$ cat src/rtl/doctor_key_arbiter.sv
// doctor_key_arbiter: turns keyboard make/break events into a frame-stable
// one-hot doctor move direction ("last pressed wins") plus a magnet toggle.
// Ports:
//   clk, resetN      - clock, asynchronous active-low reset
//   startOfFrame     - one-cycle frame pulse; direction outputs load here
//   keyCode[8:0]     - key event code, bit 8 = extended
//   make, brakee     - one-cycle press / release pulses for keyCode
//   game_en          - level, 0 = game not running
//   Up/Down/Right/Left_Move - registered one-hot direction strobes
//   magnet_on        - registered magnet state
module doctor_key_arbiter #(
    parameter logic [8:0] KEY_UP     = 9'h175,
    parameter logic [8:0] KEY_DOWN   = 9'h172,
    parameter logic [8:0] KEY_LEFT   = 9'h16B,
    parameter logic [8:0] KEY_RIGHT  = 9'h174,
    parameter logic [8:0] KEY_MAGNET = 9'h029
) (
    input  logic       clk,
    input  logic       resetN,
    input  logic       startOfFrame,
    input  logic [8:0] keyCode,
    input  logic       make,
    input  logic       brakee,
    input  logic       game_en,
    output logic       Up_Move,
    output logic       Down_Move,
    output logic       Right_Move,
    output logic       Left_Move,
    output logic       magnet_on
);

    // direction codes: 0 up, 1 down, 2 right, 3 left
    logic [1:0] r_stk [4];
    logic [2:0] r_cnt;
    logic [3:0] r_held;
    logic       r_mag_held;
    logic       r_mag;
    logic [3:0] r_moves;

    logic       w_is_dir;
    logic [1:0] w_dir;
    logic       w_mag_key;
    logic       w_mk;
    logic       w_bk;
    logic       w_push;
    logic       w_pop;
    logic [1:0] w_pos;
    logic [1:0] w_top;
    logic [3:0] w_pend;
    logic [1:0] w_stk_nxt [4];

    always_comb begin
        w_is_dir = 1'b1;
        w_dir    = 2'd0;
        unique case (keyCode)
            KEY_UP:    w_dir = 2'd0;
            KEY_DOWN:  w_dir = 2'd1;
            KEY_RIGHT: w_dir = 2'd2;
            KEY_LEFT:  w_dir = 2'd3;
            default:   w_is_dir = 1'b0;
        endcase
    end

    assign w_mag_key = (keyCode == KEY_MAGNET);
    // simultaneous make and break is treated as no event
    assign w_mk      = make & ~brakee;
    assign w_bk      = brakee & ~make;
    assign w_push    = w_mk & w_is_dir & ~r_held[w_dir];
    assign w_pop     = w_bk & w_is_dir & r_held[w_dir];

    // slot of the released key within the live part of the stack
    always_comb begin
        w_pos = 2'd0;
        for (int i = 0; i < 4; i++) begin
            if (3'(i) < r_cnt && r_stk[i] == w_dir)
                w_pos = 2'(i);
        end
    end

    always_comb begin
        for (int i = 0; i < 4; i++)
            w_stk_nxt[i] = r_stk[i];
        if (w_push) begin
            w_stk_nxt[r_cnt[1:0]] = w_dir;
        end else if (w_pop) begin
            // close the gap: entries above the removed one slide down
            for (int i = 0; i < 3; i++) begin
                if (2'(i) >= w_pos)
                    w_stk_nxt[i] = r_stk[i + 1];
            end
            w_stk_nxt[3] = 2'd0;
        end
    end

    assign w_top  = r_stk[r_cnt[1:0] - 2'd1];
    assign w_pend = (game_en && r_cnt != 3'd0) ? (4'b0001 << w_top) : 4'b0000;

    always_ff @(posedge clk or negedge resetN) begin
        if (!resetN) begin
            for (int i = 0; i < 4; i++)
                r_stk[i] <= 2'd0;
            r_cnt      <= 3'd0;
            r_held     <= 4'd0;
            r_mag_held <= 1'b0;
            r_mag      <= 1'b0;
            r_moves    <= 4'd0;
        end else begin
            for (int i = 0; i < 4; i++)
                r_stk[i] <= w_stk_nxt[i];
            if (w_push) begin
                r_cnt         <= r_cnt + 3'd1;
                r_held[w_dir] <= 1'b1;
            end else if (w_pop) begin
                r_cnt         <= r_cnt - 3'd1;
                r_held[w_dir] <= 1'b0;
            end
            // latch uses pre-edge stack, so same-cycle events wait a frame
            if (startOfFrame)
                r_moves <= w_pend;
            if (w_mk && w_mag_key)
                r_mag_held <= 1'b1;
            else if (w_bk && w_mag_key)
                r_mag_held <= 1'b0;
            if (!game_en)
                r_mag <= 1'b0;
            else if (w_mk && w_mag_key && !r_mag_held)
                r_mag <= ~r_mag;
        end
    end

    assign Up_Move    = r_moves[0];
    assign Down_Move  = r_moves[1];
    assign Right_Move = r_moves[2];
    assign Left_Move  = r_moves[3];
    assign magnet_on  = r_mag;

endmodule

$ cat config.mk
export PLATFORM = sky130hd
export DESIGN_NAME = doctor_key_arbiter
export DESIGN_NICKNAME = d
export VERILOG_FILES = /design/src/rtl/doctor_key_arbiter.sv
export SDC_FILE = /design/constraint.sdc
export NUM_CORES = 1
export LEC_CHECK = 0
export ABC_AREA = 1
export CAP_MARGIN = 20
export CELL_PAD_IN_SITES_DETAIL_PLACEMENT = 1
export CELL_PAD_IN_SITES_GLOBAL_PLACEMENT = 2
export CORE_ASPECT_RATIO = 1.1
export CORE_MARGIN = 3
export CORE_UTILIZATION = 30
export CTS_CLUSTER_SIZE = 40
export DETAILED_ROUTE_END_ITERATION = 10
export DONT_BUFFER_PORTS = 1
export PLACE_DENSITY = 0.71
export SLEW_MARGIN = 40
export SYNTH_ARGS = -nofsm -noshare
export SYNTH_HDL_FRONTEND = slang
export SYNTH_SLANG_ARGS = --single-unit
$ cat constraint.sdc
create_clock -name clk -period 2.1 [get_ports clk]
set_clock_uncertainty 0.05 [all_clocks]
set_input_delay 0.525 -clock clk [delete_from_list [all_inputs] [get_ports clk]]
set_output_delay 0.525 -clock clk [all_outputs]
set_load 0.01 [all_outputs]
After elaboration in Yosys (flattened, before gate mapping)
Cells that the tools add are included.
{"block": "totals", "register_bits": 21, "word_cells": 97, "input_bits": 15}
{"block": "classes", "eq_ne": 9, "bitwise": 15, "order_cmp": 11, "shift": 1, "n_mux": 29, "add_sub_neg": 3, "reduce_logical": 20}
{"cell": "9-bit equality test (second input constant)", "count": 4}
{"cell": "2-bit 2-to-1 mux", "count": 8}
{"cell": "8-bit 2-to-1 mux", "count": 2}
{"cell": "4-bit 2-to-1 mux", "count": 3}
{"cell": "2-bit nonzero test", "count": 5}
{"cell": "9-bit by 6-bit equality test with 1-bit output (second input constant)", "count": 1}
{"cell": "1-bit logical AND", "count": 9}
{"cell": "8-bit bitwise mux", "count": 1}
{"cell": "1-bit 2-to-1 mux", "count": 8}
{"cell": "1-bit AND", "count": 6}
{"cell": "2-bit equality test", "count": 3}
{"cell": "3-bit greater-or-equal comparator (second input constant)", "count": 2}
{"cell": "2-bit by 3-bit < comparator with 1-bit output (first input constant)", "count": 2}
{"cell": "3-bit 2-to-1 mux", "count": 2}
{"cell": "2-bit NOT with 3-bit output", "count": 2}
{"cell": "2-bit one-hot mux with 3 select lines", "count": 1}
{"cell": "2-bit AND reduction", "count": 3}
{"cell": "4-bit AND", "count": 1}
{"cell": "2-bit binary-select mux with 2-bit select", "count": 1}
{"cell": "2-bit demux with 2-bit select", "count": 1}
{"cell": "1-bit by 2-bit greater-or-equal comparator with 1-bit output (first input constant)", "count": 2}
{"cell": "1-bit NOT", "count": 4}
{"cell": "4-bit NOT", "count": 1}
{"cell": "4-bit bitwise OR", "count": 1}
{"cell": "other kinds (15)", "count": 15}

Depth between registers and ports, before layout
Gate-level depths: netlist of the first run.
{"block": "logic_depth", "ltp_word": 11, "ltp_mapped": 15, "mapped_depth_nobuf": 15}

Worst setup path before layout of the first run
Ideal clock, no wire load.
{"block": "synth_timing", "path_kind": "input port to flip-flop", "from": "in keyCode[7]", "to": "reg r_stk[6] (netlist name)", "t_required_ps": 1933, "cell_stages": 13, "n_path_buf": 1, "arrival_time_ps": 1753, "path_slack_ps": 180, "setup_time_ps": 117, "cell_sequence": "inv_1 nand2_1 nor2_4 nand3_2 o21ai_1 inv_1 nand3b_4 nand2_2 buf_6 nor2_2 nand2_1 nand3_1 nand2_1"}
{"block": "synth_via", "elab_chain_cells": 10}
{"item": "start, declared", "line": "21", "rtl": "input logic [8:0] keyCode,"}
{"item": "9-bit equality test", "line": "55", "rtl": "unique case (keyCode)"}
{"item": "2-bit one-hot mux with 3 select lines", "line": "55"}
{"item": "2-bit equality test", "line": "75", "rtl": "if (3'(i) < r_cnt && r_stk[i] == w_dir)"}
{"item": "1-bit logical AND", "line": "75"}
{"item": "1-bit 2-to-1 mux", "line": "75"}
{"item": "2-bit 2-to-1 mux (2 in series)", "line": "75"}
{"item": "1-bit by 2-bit greater-or-equal comparator with 1-bit output", "line": "88", "rtl": "if (2'(i) >= w_pos)"}
{"item": "2-bit nonzero test (no source line)"}
{"item": "2-bit AND reduction (no source line)"}
{"item": "end signal, assigned by index", "line": "109", "rtl": "r_stk[i] <= w_stk_nxt[i];"}
{"item": "end, declared", "line": "33", "rtl": "logic [1:0] r_stk [4];"}
Parallel ways exist; a longest one is shown, timed or not. The select of a mux whose other input is x is not followed.
A chain may end at the register's enable or synchronous reset.

Worst setup path after layout of the first run
Same ends and word-level chain as after synthesis.

==> impl_metrics.toml, run 1 <==
[status]
outcome = "complete, no violations"

[synth]
synth_area_sq_mm = 0.00166
yosysSeqAreaShare_pct = 31.7
synth_cell_types = 32
synth_nets = 257
synth.area.top_cells = "dfrtp_1, nand2_1, inv_1"
synthCells = 237
synth_top_area_cell = "dfrtp_1"
ys_ff_latch = 21
ys_warn_count = 0
yosys.area.top_type_share_pct = 31.7
avgSynthCellArea_sq_um = 7.00

[finish]
final_cells = 324
post-route-util_pct = 36.7
area_growth_syn_to_layout_pct = 14.3
diodes = 0
nNetsFinal = 273
filler_cell_count = 682
drive_above_1_share_pct = 15.9

[power]
peakVddDrop_uv = 169
comb_power_share_pct = 17.7
cellPowerDensity_mw_per_mm2 = 459
p_seq_share_pct = 50.5
p_switching_mw = 0.260
sw_frac_of_total_pct = 29.9
p_leak_nw = 0.943
p_total_mw = 0.871
p_clk_share_pct = 31.8
p_int_mw = 0.611

[global_route]
grt.total_usage_pct = 15.3
grt_pass1_wl_um = 7890
grt_max_degree = 22
use_met3_pct = 2.16
use_met1_pct = 19.4
met2_usage_pct = 27.1
overflow = 0
grt_antenna_before_repair = 0
grt_pass1_vias = 1624
busiest_layer = "met2"

[sta]
slew_headroom_pct = 77.9
post-route-period-util_pct = 88.9
hold_viol_final = 0
tns_ns = 0
tightest_slew_ns = 0.329
finalSetupViolCount = 0
rsz0062_at_grt = "no"
drv_slew = 0
fin_crit_ns = 1.87
fmax_mhz = 536

[floorplanning]
coreArea_sq_mm = 0.00517
die_area_sq_mm = 0.00646
num_io_pins = 20
die_h_um = 84.0
die_w_um = 76.9
start_util_pct = 32.1
row_count = 27

[cts]
path_clk_slew_ns = 0.08
numCtsBuffers = 3
clock-sinks = 21
htreeDepth = 1
clock_path_buffers = 2
cts_tree = "yes"
root_buffer = "clkbuf_8"
insertion_delay_ns = 0.26

[drt]
wl_per_cell_um = 14.2
detail_route.vias_per_cell = 4.71
dr.pass1.iters = 4
drtIter0Drc = 34
ant_nets = 0
totalWireLength_um = 4610
num_vias = 1525
drc_errors = 0

[place]
hpwlAfterDp_um = 3670
gp_congestion = 0.814
port_buffers = 0
dp.cells = 319

[critical_path]
regToRegStartpoint = "r_cnt[1]$_DFFE_PN0N_"
start_kind = "primary input"
cp-startpoint = "keyCode[7]"
r2r_cells = 8
endpoint_kind = "register"
arrival_ns = 2.02
setup.worst_path.class = "in2reg"
r2r-end = "r_moves[0]$_DFFE_PN0P_"
cp_data_required_time_ns = 2.26
crit_fanout = 5
r2r_setup_slack_ns = 0.44
crit_end = "r_stk[6]$_DFFE_PN0P_"

[job]
cap_violations = 0

[hold_path]
hold_class = "in2async"
[how the worst min path moves through the flow]
stage | end | from | cells past startpoint
floorplan | asynchronous set/reset pin | resetN | 0
global placement | r_moves[2]$_DFFE_PN0P_ | resetN | 0
detailed placement | r_moves[2]$_DFFE_PN0P_ | resetN | 0
CTS | r_stk[1]$_DFFE_PN0P_ | resetN | 1
global route | r_moves[2]$_DFFE_PN0P_ | resetN | 1
finish | r_stk[1]$_DFFE_PN0P_ | resetN | 1
[power groups by stage]
| stage | logic, mW | registers [mW] | clock network [mW] |
|---|---|---|---|
| after detailed placement | 0.143 | 0.448 | 0 |
| final | 0.155 | 0.440 | 0.277 |
| after global placement | 0.144 | 0.448 | 0 |
| after global routing | 0.177 | 0.443 | 0.321 |
| after CTS | 0.157 | 0.440 | 0.295 |
| after floorplan | 0.112 | 0.444 | 0 |
[area by class of cell]
cell class | count | area (sq um) | share of cell area (%)
sequential | 21 | 526 | 27.7
clock inverter | 1 | 5.00 | 0.264
clock buffer | 3 | 41.3 | 2.18
timing repair buffer | 16 | 145 | 7.65
tap | 72 | 90.1 | 4.75
inverter | 39 | 146 | 7.72
multi-input combinational | 172 | 943 | 49.7
[layer usage]
layer | wire (um) | vias up | share of wire, %
met2 | 2210 | 18 | 48
met5 | 0 | - | 0
met4 | 39 | 0 | 0.85
met1 | 2250 | 710 | 49
met3 | 112 | 4 | 2.4
li1 | - | 793 | -
[kinds of logic after synthesis]
| logic type | share of synthesized area [%] |
|---|---|
| compound gates | 12.4 |
| xor+xnor | 1.06 |
| fa+ha+maj | 3.77 |
| buf+inv | 11.8 |
| flops | 31.7 |
| simple gates | 39.4 |
[cells in the final DEF, fill, tap and decap left out, drive strengths merged, types with 4 or more instances in the layout]
master	instances
nor2	22
o21ai	22
ha	5
a21oi	7
dfrtp	21
inv	39
nand3	28
buf	16
nor3	4
o22ai	5
nand2	67
[per-stage QoR]
| stage | worst slack [ns] | instance area (sq um) | hold slack, ns |
|---|---|---|---|
| after CTS | 0.233 | 1890 | 0.00993 |
| final | 0.234 | 1900 | 0.0116 |
| after floorplan | 0.180 | 1660 | 0.179 |
| after global routing | 0.00382 | 1900 | 0.000663 |
| after detailed placement | -0.0487 | 1830 | 0.180 |
| after global placement | -0.0531 | 1830 | 0.180 |
[worst max-delay path, stage by stage]
cell and delay (ns):
inv_1 0.03, nand2_1 0.11, nor2_4 0.16, nand3_2 0.14, buf_4 0.18, nand2_1 0.11
inv_1 0.12, nand2_1 0.08, nand3_1 0.07, nor2_1 0.20, nor2_1 0.07, nand2_1 0.10
nand3_1 0.07, nand2_1 0.07
[cells in the mapped netlist, drive strengths merged]
master and count:
nand3b 1, buf 4, nand4 3, o22ai 5, a32oi 2, o31ai 1
ha 5, clkbuf 1, nand2 67, nor4 1, dfrtp 21, xor2 2
nor2b 1, nor2 22, inv 39, or3 1, nor3 4, nand3 28
a21oi 7, o21ai 22
[timing repair]
action | 4_1_cts | 5_1_grt
hold buffers | 1 | 0
setup endpoints to repair | 0 | 4
gates resized for setup | 0 | 2
buffers inserted | 0 | 0
endpoints found under the hold margin | 21 | 0
No activity file was read; power rests on OpenSTA's default activity.
==> run 2: changes to the inputs <==
--- a/config.mk
+++ b/config.mk
@@ -15,7 +15,9 @@
 export CTS_CLUSTER_SIZE = 40
 export DETAILED_ROUTE_END_ITERATION = 10
 export DONT_BUFFER_PORTS = 1
+export HOLD_SLACK_MARGIN = 0.02
 export PLACE_DENSITY = 0.71
+export REMOVE_ABC_BUFFERS = 1
 export SLEW_MARGIN = 40
 export SYNTH_ARGS = -nofsm -noshare
 export SYNTH_HDL_FRONTEND = slang
==> run 2 against run 1 <==
  * First-iteration DRC count up 68%
  * Register-to-register slack worse by 0.02 ns
  * Fmax down 0.27%
  * Die area unchanged
  * Largest power group unchanged
==> impl_metrics.toml, run 2 (synthesis results as in run 1) <==
[critical_path]
r2r_setup_slack_ns = 0.42
cp_data_required_time_ns = 2.21
r2r_cells = 7
endpoint_kind = "register"
crit_fanout = 11
regToRegStartpoint = "r_cnt[1]$_DFFE_PN0N_"
arrival_ns = 1.98
r2r-end = "r_moves[3]$_DFFE_PN0P_"
start_kind = "primary input"
setup.worst_path.class = "in2reg"

[floorplanning]
num_io_pins = 20
die_h_um = 84.0
start_util_pct = 32.1
die_area_sq_mm = 0.00646
die_w_um = 76.9
row_count = 27
coreArea_sq_mm = 0.00517

[sta]
fin_crit_ns = 1.87
post-route-period-util_pct = 89.1
finalSetupViolCount = 0
drv_slew = 0
fmax_mhz = 534
slew_headroom_pct = 64.2
tightest_slew_ns = 0.537
hold_slack_ns = 0.182
hold_viol_final = 0
setup_ws_ns = 0.229
rsz0062_at_grt = "no"

[drt]
dr.pass1.iters = 4
drc_errors = 0
ant_nets = 0
totalWireLength_um = 4530
drtIter0Drc = 57
detail_route.vias_per_cell = 4.88
num_vias = 1572
wl_per_cell_um = 14.1

[cts]
clock-sinks = 21
insertion_delay_ns = 0.26
cts_tree = "yes"
root_buffer = "clkbuf_8"
path_clk_slew_ns = 0.08
htreeDepth = 1
numCtsBuffers = 3
clock_path_buffers = 2

[place]
port_buffers = 0
hpwlAfterDp_um = 3650
dp.cells = 316
post-place-ws_ns = -0.0671
gp_congestion = 0.776

[finish]
layout_commonest_cell = "nand2_1"
nNetsFinal = 271
filler_cell_count = 673
final_cell_mix = "nand2_1, inv_1, nand3_1"
diodes = 0
final_cells = 322
drive_above_1_share_pct = 15.6
area_growth_syn_to_layout_pct = 12.7

[global_route]
grt_max_degree = 22
grt_pass1_wl_um = 7990
grt_antenna_before_repair = 0
grt.total_usage_pct = 15.3
grt_pass1_vias = 1662
overflow = 0

[power]
peakVddDrop_uv = 197
cellPowerDensity_mw_per_mm2 = 465
p_leak_nw = 0.927

[job]
cap_violations = 0

[hold_path]
hold_class = "in2async"

[status]
outcome = "complete, no violations"
-- run 2: cell types whose count changed in the layout (fill, tap and decap cells not counted) --
| cell | previous run | this run |
|---|---|---|
| buf_4 | 14 | 12 |
| buf_12 | 2 | 1 |
| buf_2 | 0 | 1 |
| nand2_1 | 60 | 59 |
| nand2_2 | 3 | 4 |
-- run 2: layout make-up --
cell class / instances / area [sq um] / share of cell area [%]
Clock inverter: 1 / 5.00 / 0.268
Clock buffer: 3 / 41.3 / 2.21
Tap cell: 72 / 90.1 / 4.82
Sequential cell: 21 / 526 / 28.1
Multi-Input combinational cell: 172 / 946 / 50.6
Inverter: 39 / 146 / 7.83
Timing Repair Buffer: 14 / 115 / 6.16
-- run 2: worst max-delay path, stage by stage --
cell     delay [ns]
inv_1          0.03
nand2_1        0.11
nor2_4         0.19
buf_4          0.13
buf_4          0.09
nand3_1        0.10
nand2_4        0.11
nand2_4        0.07
inv_1          0.08
nand3_1        0.08
buf_4          0.19
nand2_1        0.07
nand2_1        0.05
nand3_1        0.09
nand2_1        0.05
-- run 2: per-layer routing --
layer | global-route usage, % | routed length [um] | vias up
met5 | 0 | 0 | -
met4 | 6.59 | 135 | 0
met3 | 2.59 | 142 | 11
met2 | 24.3 | 2060 | 25
met1 | 20.2 | 2190 | 743
li1 | - | - | 793
-- run 2: worst max path at each step --
| stage | from | endpoint | slack [ns] | depth (start not counted) |
|---|---|---|---|---|
| finish | keyCode[7] | r_stk[6]$_DFFE_PN0P_ | 0.23 | 15 |
| global route | keyCode[7] | r_stk[6]$_DFFE_PN0P_ | 0.02 | 14 |
| CTS | keyCode[7] | r_stk[6]$_DFFE_PN0P_ | 0.19 | 14 |
| detailed placement | keyCode[7] | r_stk[6]$_DFFE_PN0P_ | -0.07 | 14 |
| global placement | keyCode[7] | r_stk[6]$_DFFE_PN0P_ | -0.03 | 14 |
| floorplan | keyCode[7] | r_stk[4]$_DFFE_PN0P_ | 0.04 | 14 |
-- run 2: power breakdown --
group	total, mW	internal (mW)	switching (mW)	leakage [nW]
Sequential	0.439	0.421	0.0185	0.276
Clock	0.276	0.132	0.143	0.0255
Combinational	0.156	0.0558	0.0997	0.625
-- run 2: metrics by stage --
stage                     power, mW  TNS [ns]  instance area, sq um  utilization (%)
after floorplan               0.555         0                  1610                -
after global placement        0.592   -0.0580                  1800             34.9
after detailed placement      0.593    -0.179                  1800             34.9
after CTS                     0.887         0                  1860             36.0
after global routing          0.938         0                  1870             36.2
final                         0.870         0                  1870             36.2
-- run 2: timing repair --
| item | in CTS | in global routing |
|---|---|---|
| resized for setup | 0 | 3 |
| hold buffers | 1 | 0 |
| endpoints found under the setup margin | 0 | 3 |
| endpoints found under the hold margin | 21 | 0 |
| setup buffers | 0 | 1 |
